## src/rtl/iop_rst_pkg.sv

```systemverilog
// Shared types and helpers for the IOP reset/clock-enable sequencer:
// FSM state encoding, reset levels and the per-core release threshold.
package iop_rst_pkg;

    typedef enum logic [1:0] {
        ST_HOLD = 2'd0,
        ST_RAMP = 2'd1,
        ST_RUN  = 2'd2,
        ST_SOFT = 2'd3
    } seq_state_e;

    localparam logic RST_LVL_L = 1'b0;  // level of every active-low output while in reset
    localparam logic RST_CKEN  = 1'b0;
    localparam logic RST_ACK   = 1'b0;
    localparam logic RST_BUSY  = 1'b1;

    // Release threshold of core idx: base delay plus its stagger slot.
    function automatic int unsigned core_thr(input int unsigned base,
                                             input int unsigned idx,
                                             input int unsigned stagger);
        return base + idx * stagger;
    endfunction

endpackage

```

## src/rtl/iop_rst_seq_if.sv

```systemverilog
// Warm-reset handshake between the board/host side and iop_rst_seq.
// With IOP_RST_CNT_EN defined the interface also carries soft_rst_count.
interface iop_rst_seq_if #(
    parameter int unsigned NUM_CORES = 2
);
    logic                 soft_rst_req;
    logic [NUM_CORES-1:0] soft_rst_core;
    logic                 soft_rst_ack;
`ifdef IOP_RST_CNT_EN
    logic [15:0]          soft_rst_count;

    modport master (output soft_rst_req, output soft_rst_core,
                    input  soft_rst_ack, input  soft_rst_count);
    modport slave  (input  soft_rst_req, input  soft_rst_core,
                    output soft_rst_ack, output soft_rst_count);
`else
    modport master (output soft_rst_req, output soft_rst_core,
                    input  soft_rst_ack);
    modport slave  (input  soft_rst_req, input  soft_rst_core,
                    output soft_rst_ack);
`endif
endinterface

```

## src/rtl/iop_rst_sync.sv

```systemverilog
// Two-flop synchroniser for the board reset; the output is 1 while the
// reset is asserted, whatever the input polarity.
module iop_rst_sync #(
    parameter int unsigned POL_HIGH = 0
) (
    input  logic clk,
    input  logic reset,
    input  logic i_async,
    output logic o_asserted
);
    logic w_asserted;
    logic r_meta;
    logic r_sync;

    assign w_asserted = (POL_HIGH != 0) ? i_async : ~i_async;

    // Flops come up asserted so the core stays in reset until the board reset is seen released.
    always_ff @(posedge clk) begin
        if (reset) begin
            r_meta <= 1'b1;
            r_sync <= 1'b1;
        end else begin
            r_meta <= w_asserted;
            r_sync <= r_meta;
        end
    end

    assign o_asserted = r_sync;
endmodule

```

## src/rtl/iop_rst_seq.sv

```systemverilog
// Multi-core reset / clock-enable sequencer: ramps per-core releases at staggered
// thresholds and services warm-reset requests. Optional feature macro: IOP_RST_CNT_EN.
module iop_rst_seq
    import iop_rst_pkg::*;
#(
    parameter int unsigned NUM_CORES        = 2,
    parameter int unsigned C_EXT_RESET_HIGH = 0,
    parameter int unsigned CKEN_DLY         = 20,
    parameter int unsigned PRE_GRST_DLY     = 60,
    parameter int unsigned GRST_DLY         = 120,
    parameter int unsigned STAGGER          = 8,
    parameter int unsigned SOFT_HOLD        = 16,
    parameter int unsigned CNT_W            = 8
) (
    input  logic                 gclk,
    input  logic                 reset,
    input  logic                 ext_rst_in,
    input  logic [NUM_CORES-1:0] core_en_mask,
    iop_rst_seq_if.slave         sif,
    output logic [NUM_CORES-1:0] cmp_arst_l,
    output logic                 adbginit_l,
    output logic [NUM_CORES-1:0] cluster_cken,
    output logic [NUM_CORES-1:0] ctu_tst_pre_grst_l,
    output logic [NUM_CORES-1:0] cmp_grst_l,
    output logic [NUM_CORES-1:0] gdbginit_l,
    output logic                 seq_busy
);
    localparam int unsigned     HOLD_W   = $clog2(SOFT_HOLD + 1);
    localparam int unsigned     LAST_THR = core_thr(GRST_DLY, NUM_CORES - 1, STAGGER);
    localparam logic [CNT_W-1:0] CNT_MAX = {CNT_W{1'b1}};

    logic                 w_ext_rst;
    logic                 w_rst_int;
    logic [CNT_W-1:0]     w_cnt_nxt;
    logic [NUM_CORES-1:0] w_en_nxt;
    logic [NUM_CORES-1:0] w_cken_cmp;
    logic [NUM_CORES-1:0] w_pre_cmp;
    logic [NUM_CORES-1:0] w_grst_cmp;
    logic [NUM_CORES-1:0] w_soft_m;
    logic                 w_ramp_done;
    logic                 w_ack_set;

    seq_state_e           r_state;
    logic [CNT_W-1:0]     r_cnt;
    logic [NUM_CORES-1:0] r_en_q;
    logic [HOLD_W-1:0]    r_hold;
    logic [NUM_CORES-1:0] r_soft_m;
    logic [NUM_CORES-1:0] r_arst_l;
    logic                 r_adbg_l;
    logic [NUM_CORES-1:0] r_cken;
    logic [NUM_CORES-1:0] r_pre_l;
    logic [NUM_CORES-1:0] r_grst_l;
    logic [NUM_CORES-1:0] r_gdbg_l;
    logic                 r_ack;
    logic                 r_busy;

    iop_rst_sync #(
        .POL_HIGH   (C_EXT_RESET_HIGH)
    ) u_sync (
        .clk        (gclk),
        .reset      (reset),
        .i_async    (ext_rst_in),
        .o_asserted (w_ext_rst)
    );

    assign w_rst_int = reset | w_ext_rst;

    // Next ramp count and per-core threshold compares; outputs register these so they track the new count.
    always_comb begin
        w_en_nxt = (r_state == ST_HOLD) ? core_en_mask : r_en_q;
        if (r_state == ST_HOLD) begin
            w_cnt_nxt = CNT_W'(1);
        end else if (r_cnt == CNT_MAX) begin
            w_cnt_nxt = CNT_MAX;
        end else begin
            w_cnt_nxt = r_cnt + CNT_W'(1);
        end
        for (int unsigned i = 0; i < NUM_CORES; i++) begin
            w_cken_cmp[i] = w_en_nxt[i] & (w_cnt_nxt > CNT_W'(core_thr(CKEN_DLY, i, STAGGER)));
            w_pre_cmp[i]  = w_en_nxt[i] & (w_cnt_nxt > CNT_W'(core_thr(PRE_GRST_DLY, i, STAGGER)));
            w_grst_cmp[i] = w_en_nxt[i] & (w_cnt_nxt > CNT_W'(core_thr(GRST_DLY, i, STAGGER)));
        end
        w_ramp_done = (w_cnt_nxt > CNT_W'(LAST_THR));
        w_soft_m    = sif.soft_rst_core & r_en_q;
        w_ack_set   = ~w_rst_int &
                      (((r_state == ST_RUN) & sif.soft_rst_req & (w_soft_m == {NUM_CORES{1'b0}})) |
                       ((r_state == ST_SOFT) & (r_hold == HOLD_W'(1))));
    end

    // Sequencer FSM with all outputs registered.
    always_ff @(posedge gclk) begin
        if (w_rst_int) begin
            r_state  <= ST_HOLD;
            r_cnt    <= {CNT_W{1'b0}};
            r_en_q   <= {NUM_CORES{1'b0}};
            r_hold   <= {HOLD_W{1'b0}};
            r_soft_m <= {NUM_CORES{1'b0}};
            r_arst_l <= {NUM_CORES{RST_LVL_L}};
            r_adbg_l <= RST_LVL_L;
            r_cken   <= {NUM_CORES{RST_CKEN}};
            r_pre_l  <= {NUM_CORES{RST_LVL_L}};
            r_grst_l <= {NUM_CORES{RST_LVL_L}};
            r_gdbg_l <= {NUM_CORES{RST_LVL_L}};
            r_ack    <= RST_ACK;
            r_busy   <= RST_BUSY;
        end else begin
            r_ack <= w_ack_set;
            case (r_state)
                ST_HOLD, ST_RAMP: begin
                    r_en_q   <= w_en_nxt;
                    r_cnt    <= w_cnt_nxt;
                    r_arst_l <= w_en_nxt;
                    r_adbg_l <= 1'b1;
                    r_cken   <= w_cken_cmp;
                    r_pre_l  <= w_pre_cmp;
                    r_grst_l <= w_grst_cmp;
                    r_gdbg_l <= w_grst_cmp;
                    if (w_ramp_done) begin
                        r_state <= ST_RUN;
                        r_busy  <= 1'b0;
                    end else begin
                        r_state <= ST_RAMP;
                        r_busy  <= 1'b1;
                    end
                end
                ST_RUN: begin
                    if (sif.soft_rst_req && (w_soft_m != {NUM_CORES{1'b0}})) begin
                        r_state  <= ST_SOFT;
                        r_soft_m <= w_soft_m;
                        r_grst_l <= r_grst_l & ~w_soft_m;
                        r_gdbg_l <= r_gdbg_l & ~w_soft_m;
                        r_hold   <= HOLD_W'(SOFT_HOLD);
                        r_busy   <= 1'b1;
                    end
                end
                ST_SOFT: begin
                    if (r_hold == HOLD_W'(1)) begin
                        r_state  <= ST_RUN;
                        r_grst_l <= r_grst_l | r_soft_m;
                        r_gdbg_l <= r_gdbg_l | r_soft_m;
                        r_hold   <= {HOLD_W{1'b0}};
                        r_busy   <= 1'b0;
                    end else begin
                        r_hold <= r_hold - HOLD_W'(1);
                    end
                end
                default: begin
                    r_state <= ST_HOLD;
                end
            endcase
        end
    end

`ifdef IOP_RST_CNT_EN
    logic [15:0] r_soft_cnt;

    // Saturating count of completed warm-reset handshakes, including empty-mask acks.
    always_ff @(posedge gclk) begin
        if (w_rst_int) begin
            r_soft_cnt <= 16'h0000;
        end else if (w_ack_set && (r_soft_cnt != 16'hffff)) begin
            r_soft_cnt <= r_soft_cnt + 16'h0001;
        end else begin
            r_soft_cnt <= r_soft_cnt;
        end
    end

    assign sif.soft_rst_count = r_soft_cnt;
`endif

    assign cmp_arst_l         = r_arst_l;
    assign adbginit_l         = r_adbg_l;
    assign cluster_cken       = r_cken;
    assign ctu_tst_pre_grst_l = r_pre_l;
    assign cmp_grst_l         = r_grst_l;
    assign gdbginit_l         = r_gdbg_l;
    assign sif.soft_rst_ack   = r_ack;
    assign seq_busy           = r_busy;
endmodule

```

## src/flat_wrapper.sv

```systemverilog
// flat-port wrapper written by rule: the top's interface ports become plain ports
module iop_rst_seq_flat import iop_rst_pkg::*;
#(
    parameter int unsigned NUM_CORES        = 2,
    parameter int unsigned C_EXT_RESET_HIGH = 0,
    parameter int unsigned CKEN_DLY         = 20,
    parameter int unsigned PRE_GRST_DLY     = 60,
    parameter int unsigned GRST_DLY         = 120,
    parameter int unsigned STAGGER          = 8,
    parameter int unsigned SOFT_HOLD        = 16,
    parameter int unsigned CNT_W            = 8
)
  (gclk, reset, ext_rst_in, core_en_mask, cmp_arst_l, adbginit_l, cluster_cken, ctu_tst_pre_grst_l, cmp_grst_l, gdbginit_l, seq_busy, sif_soft_rst_req, sif_soft_rst_core, sif_soft_rst_ack);
  iop_rst_seq_if #(.NUM_CORES(NUM_CORES)) sif_i ();
  input  logic gclk;
  input  logic reset;
  input  logic ext_rst_in;
  input  logic [NUM_CORES-1:0] core_en_mask;
  output logic [NUM_CORES-1:0] cmp_arst_l;
  output logic adbginit_l;
  output logic [NUM_CORES-1:0] cluster_cken;
  output logic [NUM_CORES-1:0] ctu_tst_pre_grst_l;
  output logic [NUM_CORES-1:0] cmp_grst_l;
  output logic [NUM_CORES-1:0] gdbginit_l;
  output logic seq_busy;
  input wire logic [$bits(sif_i.soft_rst_req)-1:0] sif_soft_rst_req;
  input wire logic [$bits(sif_i.soft_rst_core)-1:0] sif_soft_rst_core;
  output wire logic [$bits(sif_i.soft_rst_ack)-1:0] sif_soft_rst_ack;
  assign sif_i.soft_rst_req = sif_soft_rst_req;
  assign sif_i.soft_rst_core = sif_soft_rst_core;
  assign sif_soft_rst_ack = sif_i.soft_rst_ack;
  iop_rst_seq #(.NUM_CORES(NUM_CORES), .C_EXT_RESET_HIGH(C_EXT_RESET_HIGH), .CKEN_DLY(CKEN_DLY), .PRE_GRST_DLY(PRE_GRST_DLY), .GRST_DLY(GRST_DLY), .STAGGER(STAGGER), .SOFT_HOLD(SOFT_HOLD), .CNT_W(CNT_W)) u_core (.gclk(gclk), .reset(reset), .ext_rst_in(ext_rst_in), .core_en_mask(core_en_mask), .sif(sif_i), .cmp_arst_l(cmp_arst_l), .adbginit_l(adbginit_l), .cluster_cken(cluster_cken), .ctu_tst_pre_grst_l(ctu_tst_pre_grst_l), .cmp_grst_l(cmp_grst_l), .gdbginit_l(gdbginit_l), .seq_busy(seq_busy));
endmodule
```

## config.mk

```make
export PLATFORM = sky130hd
export DESIGN_NAME = iop_rst_seq_flat
export DESIGN_NICKNAME = d
export VERILOG_FILES = /design/src/rtl/iop_rst_pkg.sv /design/src/rtl/iop_rst_seq_if.sv /design/src/rtl/iop_rst_sync.sv /design/src/rtl/iop_rst_seq.sv /design/src/flat_wrapper.sv
export SDC_FILE = /design/constraint.sdc
export NUM_CORES = 1
export LEC_CHECK = 0
export CORE_ASPECT_RATIO = 2
export CORE_MARGIN = 2
export CORE_UTILIZATION = 56
export CTS_CLUSTER_SIZE = 16
export DETAILED_ROUTE_END_ITERATION = 8
export GPL_TIMING_DRIVEN = 1
export PLACE_DENSITY_LB_ADDON = 0.15
export SYNTH_ARGS = -nofsm -noshare
export SYNTH_HDL_FRONTEND = slang
export SYNTH_SLANG_ARGS = --single-unit
```

## constraint.sdc

```tcl
create_clock -name gclk -period 4.4 [get_ports gclk]
set_input_delay 0.88 -clock gclk [delete_from_list [all_inputs] [get_ports gclk]]
set_output_delay 0.88 -clock gclk [all_outputs]
set_load 0.01 [all_outputs]
```

==> key figures <==
Status
  – Outcome: finished clean

Synth
  – Number of synthesized register bits: 32
  – Avg Inst Size Synth: 7.75 sq um
  – Top cell type by total area after synthesis: sky130_fd_sc_hd__dfxtp_1
  – Seq/Total Area, Yosys: 33.9%
  – Fraction of registers with async set or reset after synthesis: 0%
  – Gate count of the mapped netlist: 244
  – Post-synthesis cell type count: 54
  – Area share of the largest cell type after synthesis: 33.9%
  – Post-synth top flop: sky130_fd_sc_hd__dfxtp_1
  – Area contributors post-synth: sky130_fd_sc_hd__dfxtp_1 34%, sky130_fd_sc_hd__a21oi_1 5.8%, sky130_fd_sc_hd__nand2_1 4.4%, sky130_fd_sc_hd__nor2_1 4.2%, sky130_fd_sc_hd__nand3_1 3.7%
  – Total of warnings raised by yosys: 0
  – Post-Syn Nets: 255
  – Total standard cell area after synthesis: 1890 sq um
  – Count of flip-flops with a built-in enable after synthesis: 0

Die
  – Std-Cell Rows: 29
  – Chip width: 45.1 um
  – Core footprint: 3190 sq um
  – Number of primary I/O pins: 21
  – Die Area: 3890 sq um
  – Die height: 86.2 um
  – Starting Density: 59.2%

Worst setup path
  – Critical path, cell by cell: ha_1, and4_1, a32oi_1, o21ai_0, a211oi_1, o221a_2
  – Crit path capture type: flop
  – Worst stage delay on the critical path: 460 ps
  – Crit path max fanout: 11
  – Critical Path Source Type: flop
  – Kind of critical path: flop to flop
  – Standard cell with the maximum stage delay on the critical path: sky130_fd_sc_hd__dfxtp_1
  – Data arrival time of the critical path: 2560 ps
  – Endpoint required time on the critical path: 4570 ps
  – Reg-to-reg slack, setup: 2020 ps
  – Depth of the worst register-to-register path: 6

Clocking
  – Number of hold-repair buffers added at the cts stage: 0
  – Postcts setup bufs: 0
  – Worst-skew pair later-pin latency: 280 ps
  – Buffer levels on the longest clock path: 2
  – CTS HTree Levels: 2
  – TritonCTS clock tree: built
  – Clock transition at the registers of the reported paths: 60 ps
  – CTS resizes: 0
  – Clock net sink count: 32
  – Clock root buffer: sky130_fd_sc_hd__clkbuf_8
  – Number of buffers inserted during clock tree synthesis: 5

Power and ir drop
  – Net load switching power: 117 uW
  – Power consumption: 547 uW
  – Cell internal power dissipation: 430 uW
  – Share of total power in sequential cells: 53.8%
  – Maximum resistive drop on vdd: 0.271 mV
  – Leakage: 0.689 nW
  – Total power per unit cell area: 256 nW/um^2
  – Switching part of the total power: 21.4%
  – Combinational Power Share: 3.8%
  – Clock power share: 42.3%

Timing
  – Period utilisation layout: 54.1%
  – RSZ-0062 raised after global routing: no
  – Number of max-slew violations in the final report: 0
  – TNS Setup: 0 ps
  – Count of final hold-check violations: 0
  – Max-slew headroom: 37.3%
  – Worst-margin pin slew: 937 ps
  – Shortest clock period the worst path allows after layout: 2380 ps
  – Final-report setup violation count: 0
  – Max Fclk: 420 MHz
  – Final Skew: 6.71 ps

Place
  – I/O Buffers: 20
  – Final GP Congestion: 0.977
  – Half-perimeter wire length after placement: 3.70 mm

Drt
  – Number of remaining DRC errors: 0
  – Detail Route Antenna Nets: 0
  – Average wire per cell in the routed design: 17.5 um
  – Post-Route WL: 5.00 mm
  – Number of design-rule violations left by the first detailed-router iteration: 69
  – Vias per Instance: 6.52
  – First-pass DRT Iterations: 4
  – Vias after detailed routing: 1864

Finish
  – Syn-to-layout area delta: 13.0%
  – Antenna diode count: 0
  – Fraction of layout cells with a size suffix above 1: 5.88%
  – Final #Nets: 265

Global route
  – GRT Overall Usage: 27.9%
  – Number of global-route vias before repair: 1768
  – Number of antenna violations at the first check in global routing: 0
  – Pin count of the biggest net entering global routing: 22
  – Final global-route overflow total: 0
  – First-pass GRT wire length: 8.13 mm

Job
  – Count of max-cap constraint violations: 0

Min path
  – Worst hold path stage count: 1
  – Type of the most critical hold path: flop to flop
-- layout by cell type, fill, tap and decap left out, types with 3 or more instances in the layout --
master	instances
sky130_fd_sc_hd__a21oi_1	22
sky130_fd_sc_hd__nor3_1	7
sky130_fd_sc_hd__a211oi_1	3
sky130_fd_sc_hd__a21o_1	4
sky130_fd_sc_hd__o211ai_1	4
sky130_fd_sc_hd__or2_2	3
sky130_fd_sc_hd__clkdlybuf4s50_1	20
sky130_fd_sc_hd__a31oi_1	7
sky130_fd_sc_hd__nor2b_1	5
sky130_fd_sc_hd__nand3_1	14
sky130_fd_sc_hd__or3_1	3
sky130_fd_sc_hd__o21a_1	5
sky130_fd_sc_hd__a32o_1	3
sky130_fd_sc_hd__ha_1	3
sky130_fd_sc_hd__dfxtp_1	32
sky130_fd_sc_hd__inv_1	7
sky130_fd_sc_hd__clkbuf_8	6
sky130_fd_sc_hd__xnor2_1	4
sky130_fd_sc_hd__o21ai_0	14
sky130_fd_sc_hd__nor2_1	21
sky130_fd_sc_hd__nand2_1	22
sky130_fd_sc_hd__and3_1	5
-- kinds of logic (layout without fill, tap and decap cells) --
kind of cell | count (synthesis) | count (layout) | synth area share [%]
xor gates and xnor gates | 6 | 6 | 2.78
buffers and inverters | 25 | 36 | 6.15
and+or+nand+nor | 95 | 95 | 25.3
AOI/OAI and AO/OA | 81 | 81 | 28.8
muxes | 2 | 2 | 1.12
DFF | 32 | 32 | 33.9
adders and majority gates | 3 | 3 | 1.98
-- synth_stat cells, drive strengths merged, types with 4 or more instances --
library cell / instances
a31oi: 7
a21o: 4
dfxtp: 32
nand3: 14
nor2b: 5
buf: 7
o21ai: 14
nor2: 21
o21a: 5
clkbuf: 11
nor3: 7
a21oi: 22
inv: 7
xnor2: 4
nand2: 22
o211ai: 4
and3: 6
-- worst paths after layout --
| check | from | to |
|---|---|---|
| setup / recovery | u_core.r_cnt[0] | u_core.gdbginit_l[1] |
| hold / removal | u_core.u_sync.r_meta | u_core.u_sync.o_asserted |
| setup reg to reg | u_core.r_cnt[0] | u_core.gdbginit_l[1] |
| hold reg to reg | u_core.u_sync.r_meta | u_core.u_sync.o_asserted |
-- power groups by stage --
stage	Sequential, mW	Combinational [mW]	Clock, mW
3_3_place_gp	0.301	0.0205	0
5_1_grt	0.295	0.0227	0.246
6_report	0.295	0.0210	0.232
4_1_cts	0.294	0.0209	0.236
2_1_floorplan	0.299	0.0112	0
3_5_place_dp	0.301	0.0208	0
-- stage by stage --
stage	utilization, %	hold WS (ps)	setup WS (ps)	area, sq um	cells
2_1_floorplan	-	389	2410	1890	244
3_3_place_gp	64.1	396	1860	2050	278
3_5_place_dp	64.1	424	1850	2050	278
4_1_cts	67.0	439	2060	2140	286
5_1_grt	67.0	439	1840	2140	286
6_report	67.0	434	2020	2140	286
-- state kept, by name, summed over array words and instances, names as in the netlist --
signal                     cells
u_core.u_sync.r_meta           1
u_core.cmp_grst_l              2
u_core.r_en_q                  2
u_core.r_state                 2
u_core.ctu_tst_pre_grst_l      2
u_core.u_sync.o_asserted       1
u_core.adbginit_l              1
u_core.r_hold                  5
u_core.r_cnt                   8
u_core.r_soft_m                2
u_core.gdbginit_l              2
u_core.cluster_cken            2
u_core.seq_busy                1
u_core.sif.soft_rst_ack        1
-- critical path, delay by kind of cell, from the launching register on --
| kind | cells | cell delay [ps] |
|---|---|---|
| AOI/OAI and AO/OA | 4 | 1030 |
| DFF | 1 | 460 |
| adders and majority gates | 1 | 400 |
| and+or+nand+nor | 1 | 400 |
-- final cells by class --
type / count / area [sq um]
inverter: 7 / 26.3
tap: 31 / 38.8
sequential: 32 / 641
fill: 292 / 1050
multi-input combinational: 187 / 1130
clock buffer: 8 / 90.1
timing repair buffer: 21 / 208
-- per-layer routing --
metal / vias up / global-route usage, % / wire length (um)
met4: 0 / 15.0 / 145
met1: 880 / 29.7 / 1940
li1: 918 / - / -
met2: 54 / 49.2 / 2730
met3: 12 / 4.79 / 175
met5: - / 0 / 0
Note: power is estimated with default switching activity, not from simulation.
